===== src/rtl/instr_fetch_queue.sv =====
// Instruction fetch queue: accepts PCs, fetches words over imem req/ack, buffers {pc,inst} for decode.
// Optional FETCH_PERF_EN adds a stall_cnt output counting cycles with pc_valid held off.
module instr_fetch_queue #(
  parameter int DEPTH  = 4,
  parameter int ADDR_W = 32,
  parameter int DATA_W = 32
) (
  input  logic                     clk,
  input  logic                     rst_n,
  input  logic [ADDR_W-1:0]        pc_in,
  input  logic                     pc_valid,
  output logic                     pc_ready,
  input  logic                     flush,
  output logic                     imem_req,
  output logic [ADDR_W-1:0]        imem_addr,
  input  logic                     imem_ack,
  input  logic [DATA_W-1:0]        imem_rdata,
  output logic                     inst_valid,
  input  logic                     inst_ready,
  output logic [DATA_W-1:0]        inst_out,
  output logic [ADDR_W-1:0]        inst_pc,
`ifdef FETCH_PERF_EN
  output logic [31:0]              stall_cnt,
`endif
  output logic [$clog2(DEPTH):0]   fq_count
);
  localparam int PW = $clog2(DEPTH);
  localparam int CW = PW + 1;

  typedef enum logic [1:0] {S_IDLE, S_REQ, S_DROP} state_t;

  state_t                        r_state;
  logic                          r_req;
  logic [ADDR_W-1:0]             r_addr;
  logic [ADDR_W-1:0]             r_pc;
  logic [DEPTH-1:0][ADDR_W-1:0]  r_fpc;
  logic [DEPTH-1:0][DATA_W-1:0]  r_fdat;
  logic [PW-1:0]                 r_wptr, r_rptr;
  logic [CW-1:0]                 r_count;

  logic w_accept, w_push, w_pop;

  assign pc_ready = (r_state == S_IDLE) & ~flush & (r_count < CW'(DEPTH));
  assign w_accept = pc_valid & pc_ready;
  assign w_push   = (r_state == S_REQ) & imem_ack & ~flush;
  assign w_pop    = (r_count != '0) & inst_ready & ~flush;

  assign imem_req   = r_req;
  assign imem_addr  = r_addr;
  assign inst_valid = (r_count != '0);
  assign inst_out   = r_fdat[r_rptr];
  assign inst_pc    = r_fpc[r_rptr];
  assign fq_count   = r_count;

  // Fetch FSM; imem_req/imem_addr are registered so they stay stable until ack.
  always_ff @(posedge clk or negedge rst_n) begin
    if (!rst_n) begin
      r_state <= S_IDLE;
      r_req   <= 1'b0;
      r_addr  <= '0;
      r_pc    <= '0;
    end else begin
      case (r_state)
        S_IDLE: if (w_accept) begin
          r_state <= S_REQ;
          r_req   <= 1'b1;
          r_addr  <= {pc_in[ADDR_W-1:2], 2'b00};
          r_pc    <= pc_in;
        end
        S_REQ: begin
          if (imem_ack) begin
            r_state <= S_IDLE;
            r_req   <= 1'b0;
          end else if (flush) begin
            r_state <= S_DROP;
          end
        end
        S_DROP: if (imem_ack) begin
          r_state <= S_IDLE;
          r_req   <= 1'b0;
        end
        default: begin
          r_state <= S_IDLE;
          r_req   <= 1'b0;
        end
      endcase
    end
  end

  // A push can never hit a full queue: a slot was guaranteed when the PC was accepted.
  always_ff @(posedge clk or negedge rst_n) begin
    if (!rst_n) begin
      r_wptr  <= '0;
      r_rptr  <= '0;
      r_count <= '0;
      r_fpc   <= '0;
      r_fdat  <= '0;
    end else if (flush) begin
      r_wptr  <= '0;
      r_rptr  <= '0;
      r_count <= '0;
    end else begin
      if (w_push) begin
        r_fpc[r_wptr]  <= r_pc;
        r_fdat[r_wptr] <= imem_rdata;
        r_wptr         <= r_wptr + 1'b1;
      end
      if (w_pop) r_rptr <= r_rptr + 1'b1;
      r_count <= r_count + CW'(w_push) - CW'(w_pop);
    end
  end

`ifdef FETCH_PERF_EN
  logic [31:0] r_stall;
  assign stall_cnt = r_stall;

  always_ff @(posedge clk or negedge rst_n) begin
    if (!rst_n)                   r_stall <= '0;
    else if (pc_valid & ~pc_ready) r_stall <= r_stall + 32'd1;
  end
`endif

endmodule


===== config.mk =====
export PLATFORM = sky130hd
export DESIGN_NAME = instr_fetch_queue
export DESIGN_NICKNAME = d
export VERILOG_FILES = /design/src/rtl/instr_fetch_queue.sv
export SDC_FILE = /design/constraint.sdc
export NUM_CORES = 1
export LEC_CHECK = 0
export CAP_MARGIN = 20
export CORE_MARGIN = 10
export CORE_UTILIZATION = 50
export DETAILED_ROUTE_END_ITERATION = 10
export GPL_TIMING_DRIVEN = 0
export MAX_ROUTING_LAYER = met4
export PLACE_DENSITY = 0.84
export SLEW_MARGIN = 20
export SYNTH_ARGS = -nofsm -noshare
export SYNTH_HDL_FRONTEND = slang
export SYNTH_SLANG_ARGS = --single-unit

===== constraint.sdc =====
create_clock -name clk -period 2 [get_ports clk]
set_input_delay 0.2 -clock clk [delete_from_list [all_inputs] [get_ports clk]]
set_output_delay 0.2 -clock clk [all_outputs]
set_load 0.1 [all_outputs]

# Yosys cells after proc, flatten, opt, wreduce, memory -nomap -nowiden
# Index checks and enable logic that the tools add are counted.
# word_totals
regBits	328
# classes
n_addsub	4
n_reduce_logical	10
eq_ne	6
mux	21
bitwise	8
n_lt_le_gt_ge	4
# ops
op	count
128-bit bitwise mux	2
32-bit binary-select mux with 2-bit select	2
32-bit 2-to-1 mux	3
32-bit demux with 2-bit select	1
2-bit 2-to-1 mux	8
1-bit AND	7
2-bit by 3-bit < comparator with 1-bit output (second input constant)	2
2-bit one-hot mux with 3 select lines	1
2-bit AND reduction	3
2-bit by 1-bit adder with 2-bit output (second input constant)	2
2-bit != test (second input constant)	2
2-bit nonzero test	2
3-bit by 1-bit adder with 3-bit output	1
3-bit < comparator (second input constant)	1
3-bit 2-to-1 mux	1
3-bit != test (second input constant)	1
3-bit AND reduction	1
3-bit nonzero test	1
3-bit by 1-bit subtractor with 3-bit output	1
2-bit by 1-bit equality test with 1-bit output (second input constant)	1
2-bit equality test (second input constant)	1
2-bit by 1-bit >= comparator with 1-bit output (second input constant)	1
2-bit logical NOT	1
1-bit 2-to-1 mux	2
5 further kinds	5

# Logic depth before layout (Yosys ltp)
# Gate-level depths: netlist of the first run.
# logic_depth
ltp_word	6
ltp_mapped	12
mapped_depth_nobuf	12

# Worst setup path before layout of the first run
# OpenSTA, ideal clock, no wires.
# synth_path
path_type	register -> register
start	reg r_count[2] (netlist: fq_count[2])
end	reg r_pc[10]
arrival_ns	4.109
slack_ns	-2.234
path_stages_with_launch	6
setup_ns	0.125
path_cell_list	dfrtp_1 > nor3b_1 > and2_1 > buf_4 > buf_4 > mux2_2
# synth_between
elab_chain_len	4
# synth_rtl
element	line_no	rtl
start: declaration	39	logic [CW-1:0] r_count;
start signal: assignment	109	r_count <= r_count + CW'(w_push) - CW'(w_pop);
3-bit < comparator	43	assign pc_ready = (r_state == S_IDLE) & ~flush & (r_count < CW'(DEPTH));
1-bit AND	43	
via pc_ready	12	output logic pc_ready,
1-bit AND	44	assign w_accept = pc_valid & pc_ready;
2-bit AND reduction (no line)	--	
end signal: assignment	68	r_pc <= pc_in;
end: declaration	35	logic [ADDR_W-1:0] r_pc;
# The timed path passes the listed nets, and every way through them passes these cells.
# A chain may end at the register's enable or synchronous reset.

# Worst setup path after layout of the first run
# layout_path
start	reg r_rptr[0]
end	out inst_out[1]
# layout_between
elab_chain_len	2
# layout_rtl
element	line_no	rtl
start: declaration	38	logic [PW-1:0] r_wptr, r_rptr;
start signal: assignment	108	if (w_pop) r_rptr <= r_rptr + 1'b1;
32-bit binary-select mux with 2-bit select	51	assign inst_out = r_fdat[r_rptr];
32-bit 2-to-1 mux (implied by the code)	51	
end: declaration	20	output logic [DATA_W-1:0] inst_out,
# Every way passes these cells. The select of a mux whose other input is x is not followed.

==> run_results.csv, run 1 <==
group,metric,value,unit
run_status,status,"finished, violations left",
run_status,violations,"setup timing",
floorplan,core_area,26000,um2
clock_network,path_clk_slew,0.06,ns
floorplan,start_util,50.6,%
floorplan,die_h,182,um
setup_path,path_common_cell,"buf_12",
synthesis,synth.area.top_cells,"dfrtp_1 57%, mux2_2 25%, mux4_2 11%",
timing,hold_viol,0,
setup_path,timing.rr.end,"fq_count[1]$_DFF_PN0_",
floorplan,die-area,33200,um2
setup_path,worstSetupEndpoint,"inst_out[1]",
cells_and_area,layout-drive-gt1-share,60.6,%
timing,post-route-period-util,112,%
placement,place_ws,-0.936,ns
setup_path,timing.rr.start,"fq_count[1]$_DFF_PN0_",
synthesis,synth_warnings,0,
global_routing,grt_pass1_vias,8170,
synthesis,synth_edf_count,0,
cells_and_area,insertedDiodeCount,0,
synthesis,synth_ff_type,"dfrtp_1",
synthesis,yosys.cell_count.top_type,"dfrtp_1",
setup_path,path_class,"flip-flop to primary output",
clock_network,cts_root_buffer,"clkbuf_16",
synthesis,synth_cell_types,27,
clock_network,cts_tree,"done",
floorplan,io_pins,172,
clock_network,clk_latency,0.50,ns
global_routing,grt_max_degree,103,
run,cap_violations,0,
synthesis,seq_area_frac_synth,56.7,%
placement,gp_congestion,0.727,
timing,skew,0.0147,ns
timing,hold_ws,0.183,ns
timing,drv_slew,0,
setup_path,required,1.80,ns
timing,worst_slack,-0.250,ns
setup_path,crit_start,"r_rptr[0]$_DFFE_PN0P_",
global_routing,overflow,0,
cells_and_area,multi_input_area,5210,um2
synthesis,avgSynthCellArea,16.8,um2
placement,dp_hpwl,18800,um
clock_network,cts_buffers,34,
setup_path,reg2regPathDepth,9,
synthesis,syn_area,13200,um2
setup_path,cp_slowest_cell,"mux4_2",
synthesis,yosys.area.top_type,"dfrtp_1",
timing,max_freq,0.444,GHz
timing,final.min_clock_period,2.25,ns
floorplan,chipWidth,182,um
setup_path,crit_chain,"buf_12 > buf_12 > mux4_2 > buf_12",
drt,detail_route.wirelength,29700,um
synthesis,async_flop_share,100,%
timing,slew_headroom,34.5,%
synthesis,ys_top_cells_by_count,"298 x dfrtp_1, 289 x mux2_2, 64 x mux4_2, 37 x buf_4, 24 x buf_6",
clock_network,cts_sinks,298,
setup_path,cp_max_fo,9,
drt,drtAntennaViolNets,0,
cells_and_area,fillerInstances,1725,
clock_network,cts.htree.levels,2,
cells_and_area,final_util,67.4,%
drt,wl_per_cell,21.5,um
timing,rsz0062_at_grt,"yes",
global_routing,grt_pass1_wl,45700,um
setup_path,start_kind,"flip-flop",
setup_path,rrSetupSlack,-0.23,ns
drt,vias_per_cell,5.41,
setup_path,worstSetupEndpointType,"primary output",
drt,via_count,7467,
synthesis,ys_seq_elements,298,
placement,portBuffers,169,
clock_network,cts_max_path_buffers,3,
timing,setup_violations,67,
synthesis,synth_cells,782,
cells_and_area,area_growth,33.1,%
timing,worstMarginPinSlew,0.986,ns
synthesis,synth_top_area_share,56.7,%
floorplan,std_cell_rows,59,
setup_path,slowest_delay,0.55,ns
setup_path,crit_arrival,2.05,ns
global_routing,grt_antenna_before_repair,0,
cells_and_area,nNetsFinal,1101,
drt,drtIter0Drc,361,
drt,drc,0,
global_routing,grt_usage,17.5,%
min_path,hp-class,"input pin to async pin",
drt,firstDrtPassIters,4,
cells_and_area,final-seq-area,7470,um2
-- routing by layer --
metal	wire length, um	track usage, %	vias up
met5	0	-	-
met4	437	4.17	0
met3	1240	3.50	34
met2	14900	28.2	136
li1	-	-	3325
met1	13200	22.6	3972
-- metrics by stage --
stage / std cells / instance area [um2] / TNS [ns]
after floorplan: 783 / 13300 / -16.78
after global placement: 1287 / 15400 / -3622.86
after detailed placement: 1290 / 15500 / -79.01
after CTS: 1364 / 17100 / -13.18
after global routing: 1380 / 17500 / -17.90
final: 1380 / 17500 / -13.49
-- worst max-delay path: cells and delay by family (launching register included) --
family | cells | cell delay (ns)
buffers and inverters | 3 | 0.53
multiplexers | 1 | 0.55
flip-flops | 1 | 0.44
-- cells by family (layout without fill, tap and decap cells) --
family	Yosys count	in the layout	synth area share (%)
multiplexers	353	353	35.7
flip-flops	298	298	56.7
buffers and inverters	84	346	4.89
AND/OR/NAND/NOR	24	24	0.980
adder cells (fa/ha/maj)	11	11	1.10
AO/OA/AOI/OAI	6	6	0.266
XOR/XNOR	5	5	0.333
other	1	2	0.0285
-- sequential cells by signal, indices dropped and copies added (netlist names) --
register,cells
r_fpc,128
r_pc,32
imem_req,1
r_state,2
r_wptr,2
r_rptr,2
r_fdat,128
fq_count,3
-- worst min-delay path by stage --
stage	startpoint	to	slack (ns)	depth (start not counted)
after floorplan	rst_n	imem_req$_DFFE_PN0P_	-0.1	0
after global placement	r_fdat[125]$_DFFE_PN0P_	r_fdat[125]$_DFFE_PN0P_	0.48	1
after detailed placement	rst_n	r_fpc[5]$_DFFE_PN0P_	0.12	1
after CTS	rst_n	r_pc[4]$_DFFE_PN0P_	0.20	2
after global routing	rst_n	r_fpc[8]$_DFFE_PN0P_	0.20	2
final	rst_n	r_pc[4]$_DFFE_PN0P_	0.18	2
-- layout make-up --
class | instances | share of cell area (%)
inverter | 9 | 0.222
timing repair buffer | 201 | 13.8
clock buffer | 55 | 6.19
clock inverter | 6 | 0.479
multi-input combinational | 401 | 29.8
tap | 335 | 2.39
sequential | 298 | 42.7
buffer | 75 | 4.52
-- layout by cell type, fill, tap and decap left out, types with 3 or more instances in the layout --
cell,instances
dfrtp_1,294
mux2_2,270
buf_6,83
clkdlybuf4s50_1,68
mux4_2,64
buf_4,49
clkbuf_16,47
clkdlybuf4s15_2,34
buf_12,20
mux2_4,19
clkbuf_1,10
clkbuf_8,9
ha_1,7
inv_1,6
nor2_1,6
nand2_4,5
buf_8,5
xor2_1,3
a21oi_1,3
nand3_1,3
clkinv_2,3
dfrtp_4,3
buf_16,3
-- repair_timing --
item	in CTS	in global routing
endpoints found under the setup margin	343	97
buffers inserted	11	7
gates cloned	1	10
pin swaps	2	6
resized for setup	621	33
endpoints found under the hold margin	112	0
hold buffers	1	0
Power of run 1 is not shown: default switching activity piles up to over one toggle a cycle in this logic, so the estimate is an artifact.
==> run 2, diff against run 1 <==
- ABC_AREA: unset -> 1
- CORE_UTILIZATION: 50 -> 51
- PLACE_DENSITY: 0.84 -> 0.85
==> run_results.csv, run 2 <==
group,metric,value,unit
run_status,status,"finished, violations left",
run_status,violations,"setup timing",
placement,gp_congestion,0.885,
floorplan,std_cell_rows,60,
global_routing,grt_usage,29.1,%
synthesis,synth_cell_types,23,
synthesis,avgSynthCellArea,8.09,um2
timing,rsz0062_at_grt,"yes",
timing,final.min_clock_period,2.24,ns
cells_and_area,layout_common_cells,"590 x nand2_1, 294 x dfrtp_1, 286 x o21ai_1",
clock_network,cts_root_buffer,"clkbuf_16",
drt,drtAntennaViolNets,0,
setup_path,worstSetupEndpointType,"primary output",
setup_path,cp_slowest_cell,"dfrtp_2",
timing,worstMarginPinSlew,0.965,ns
run,cap_violations,0,
global_routing,grt_pass1_vias,14200,
synthesis,synth_ff_type,"dfrtp_1",
setup_path,path_common_cell,"buf_12",
placement,portBuffers,168,
setup_path,crit_chain,"buf_12 > inv_12 > buf_16 > buf_8 > nor2_1 > o22ai_4 > buf_12",
setup_path,path_class,"flip-flop to primary output",
setup_path,critPathTopFamily,"buffers and inverters",
clock_network,cts_sinks,298,
floorplan,start_util,51.7,%
min_path,hp-class,"input pin to async pin",
global_routing,overflow,0,
floorplan,io_pins,172,
drt,wl_per_cell,21.1,um
synthesis,synth_edf_count,0,
clock_network,cts_max_path_buffers,3,
synthesis,async_flop_share,100,%
global_routing,grt_pass1_wl,76900,um
setup_path,crit_arrival,2.04,ns
setup_path,cp_num_buf_inv,5,
placement,place_ws,-1.28,ns
timing,max_freq,0.446,GHz
global_routing,grt_max_degree,83,
floorplan,chipWidth,185,um
drt,via_count,13800,
drt,drc,0,
floorplan,core_area,27000,um2
clock_network,cts.htree.levels,2,
synthesis,synth.area.top_cells,"dfrtp_1 54%, nand2_1 16%, o21ai_1 7.6%",
setup_path,required,1.80,ns
synthesis,yosys.cell_count.top_type,"nand2_1",
synthesis,ys_seq_elements,298,
clock_network,clk_latency,0.51,ns
timing,skew,0.0161,ns
drt,detail_route.wirelength,48700,um
setup_path,slowest_delay,0.46,ns
timing,setup_violations,64,
synthesis,synth_warnings,0,
cells_and_area,fillerInstances,1760,
global_routing,grt_antenna_before_repair,2,
timing,drv_slew,0,
timing,post-route-period-util,112,%
cells_and_area,final_common_cell,"nand2_1",
clock_network,cts_tree,"done",
cells_and_area,nNetsFinal,2027,
synthesis,yosys.area.top_type,"dfrtp_1",
synthesis,seq_area_frac_synth,53.5,%
floorplan,die-area,34300,um2
setup_path,start_kind,"flip-flop",
setup_path,cp_max_fo,10,
floorplan,die_h,185,um
timing,slew_headroom,35.9,%
synthesis,synth_top_area_share,53.5,%
clock_network,cts_buffers,34,
drt,drtIter0Drc,1922,
drt,vias_per_cell,5.98,
timing,worst_slack,-0.244,ns
drt,firstDrtPassIters,7,
cells_and_area,layout-drive-gt1-share,22.8,%
synthesis,syn_area,13900,um2
cells_and_area,area_growth,40.8,%
placement,dp_hpwl,30900,um
timing,hold_viol,0,
synthesis,ys_top_cells_by_count,"594 x nand2_1, 298 x dfrtp_1, 211 x o21ai_1, 176 x o21ai_0, 135 x nor2_1",
clock_network,path_clk_slew,0.06,ns
cells_and_area,top_regs,"r_fdat (128), r_fpc (128), r_pc (32)",
synthesis,synth_cells,1723,
-- run 2: cell types whose count changed in the layout (fill, tap and decap cells not counted), sizes merged, moves of 9 or more --
cell / previous run / this run
o21ai: 0 / 387
inv: 9 / 18
buf: 160 / 200
nor2: 8 / 140
nand3: 3 / 40
mux2: 289 / 0
mux4: 64 / 0
clkbuf: 67 / 91
nand2: 7 / 594
o22ai: 1 / 64
-- run 2: logic make-up (layout without fill, tap and decap cells) --
family | Yosys count | in the layout | synth area share [%]
other | 1 | 4 | 0.0269
AND/OR/NAND/NOR | 776 | 776 | 21.6
AO/OA/AOI/OAI | 453 | 453 | 16.9
flip-flops | 298 | 298 | 53.5
buffers and inverters | 182 | 424 | 6.76
XOR/XNOR | 2 | 2 | 0.126
adder cells (fa/ha/maj) | 11 | 11 | 1.04
-- run 2: final timing paths --
kind                                       start                     end  slack (ns)  cells past startpoint
max in group asynchronous                  rst_n  r_fpc[114]$_DFFE_PN0P_        0.61                      4
min reg2reg                 imem_req$_DFFE_PN0P_    imem_req$_DFFE_PN0P_        0.47                      2
min                                        rst_n  r_fdat[17]$_DFFE_PN0P_        0.23                      2
max                        r_rptr[0]$_DFFE_PN0P_             inst_out[1]       -0.24                      7
min in group clk                       pc_in[26]    r_pc[26]$_DFFE_PN0P_        0.24                      3
max reg2reg                r_wptr[1]$_DFFE_PN0P_  r_fdat[48]$_DFFE_PN0P_        0.02                      7
-- run 2: cell type report --
cell class	count	area, um2	area share [%]
Multi-Input combinational cell	1244	6690	34.1
Clock buffer	45	973	4.96
Timing Repair Buffer	192	2720	13.8
Sequential cell	298	7470	38.1
Buffer	157	1130	5.74
Inverter	19	88.8	0.453
Antenna cell	2	5.00	0.0255
Tap cell	341	427	2.18
Clock inverter	11	111	0.568
-- run 2: timing repair --
item | CTS | global route
hold buffers | 1 | 0
buffers inserted | 11 | 4
setup endpoints to repair | 225 | 138
resized for setup | 916 | 58
pin swaps | 35 | 19
gates cloned | 3 | 2
endpoints found under the hold margin | 60 | 0
-- run 2: metal layers --
metal,share of wire [%],global-route usage [%],up-vias
li1,-,-,6105
met2,50,47.2,878
met5,0,-,-
met3,8.8,5.78,180
met4,4.3,13.2,0
met1,37,34.3,6656
-- run 2: worst register-to-register path, cell delays in order, from the launching register on --
cell and delay (ns):
dfrtp_1 0.40, inv_1 0.11, ha_1 0.15, inv_1 0.26, nor2_4 0.45, buf_2 0.35, nand2_1 0.11, nand2_1 0.08
-- run 2: per-stage QoR --
step | TNS [ns] | utilization, % | std cells | area [um2] | hold slack [ns]
2_1_floorplan | -0.440 | - | 1724 | 14900 | -0.0956
3_3_place_gp | -3630.88 | 63.0 | 2233 | 17000 | 0.455
3_5_place_dp | -87.28 | 63.3 | 2236 | 17100 | 0.186
4_1_cts | -10.21 | 72.1 | 2302 | 19400 | 0.214
5_1_grt | -14.85 | 72.8 | 2309 | 19600 | 0.245
6_report | -12.91 | 72.8 | 2309 | 19600 | 0.226
Power of run 2 is left out for the same reason.
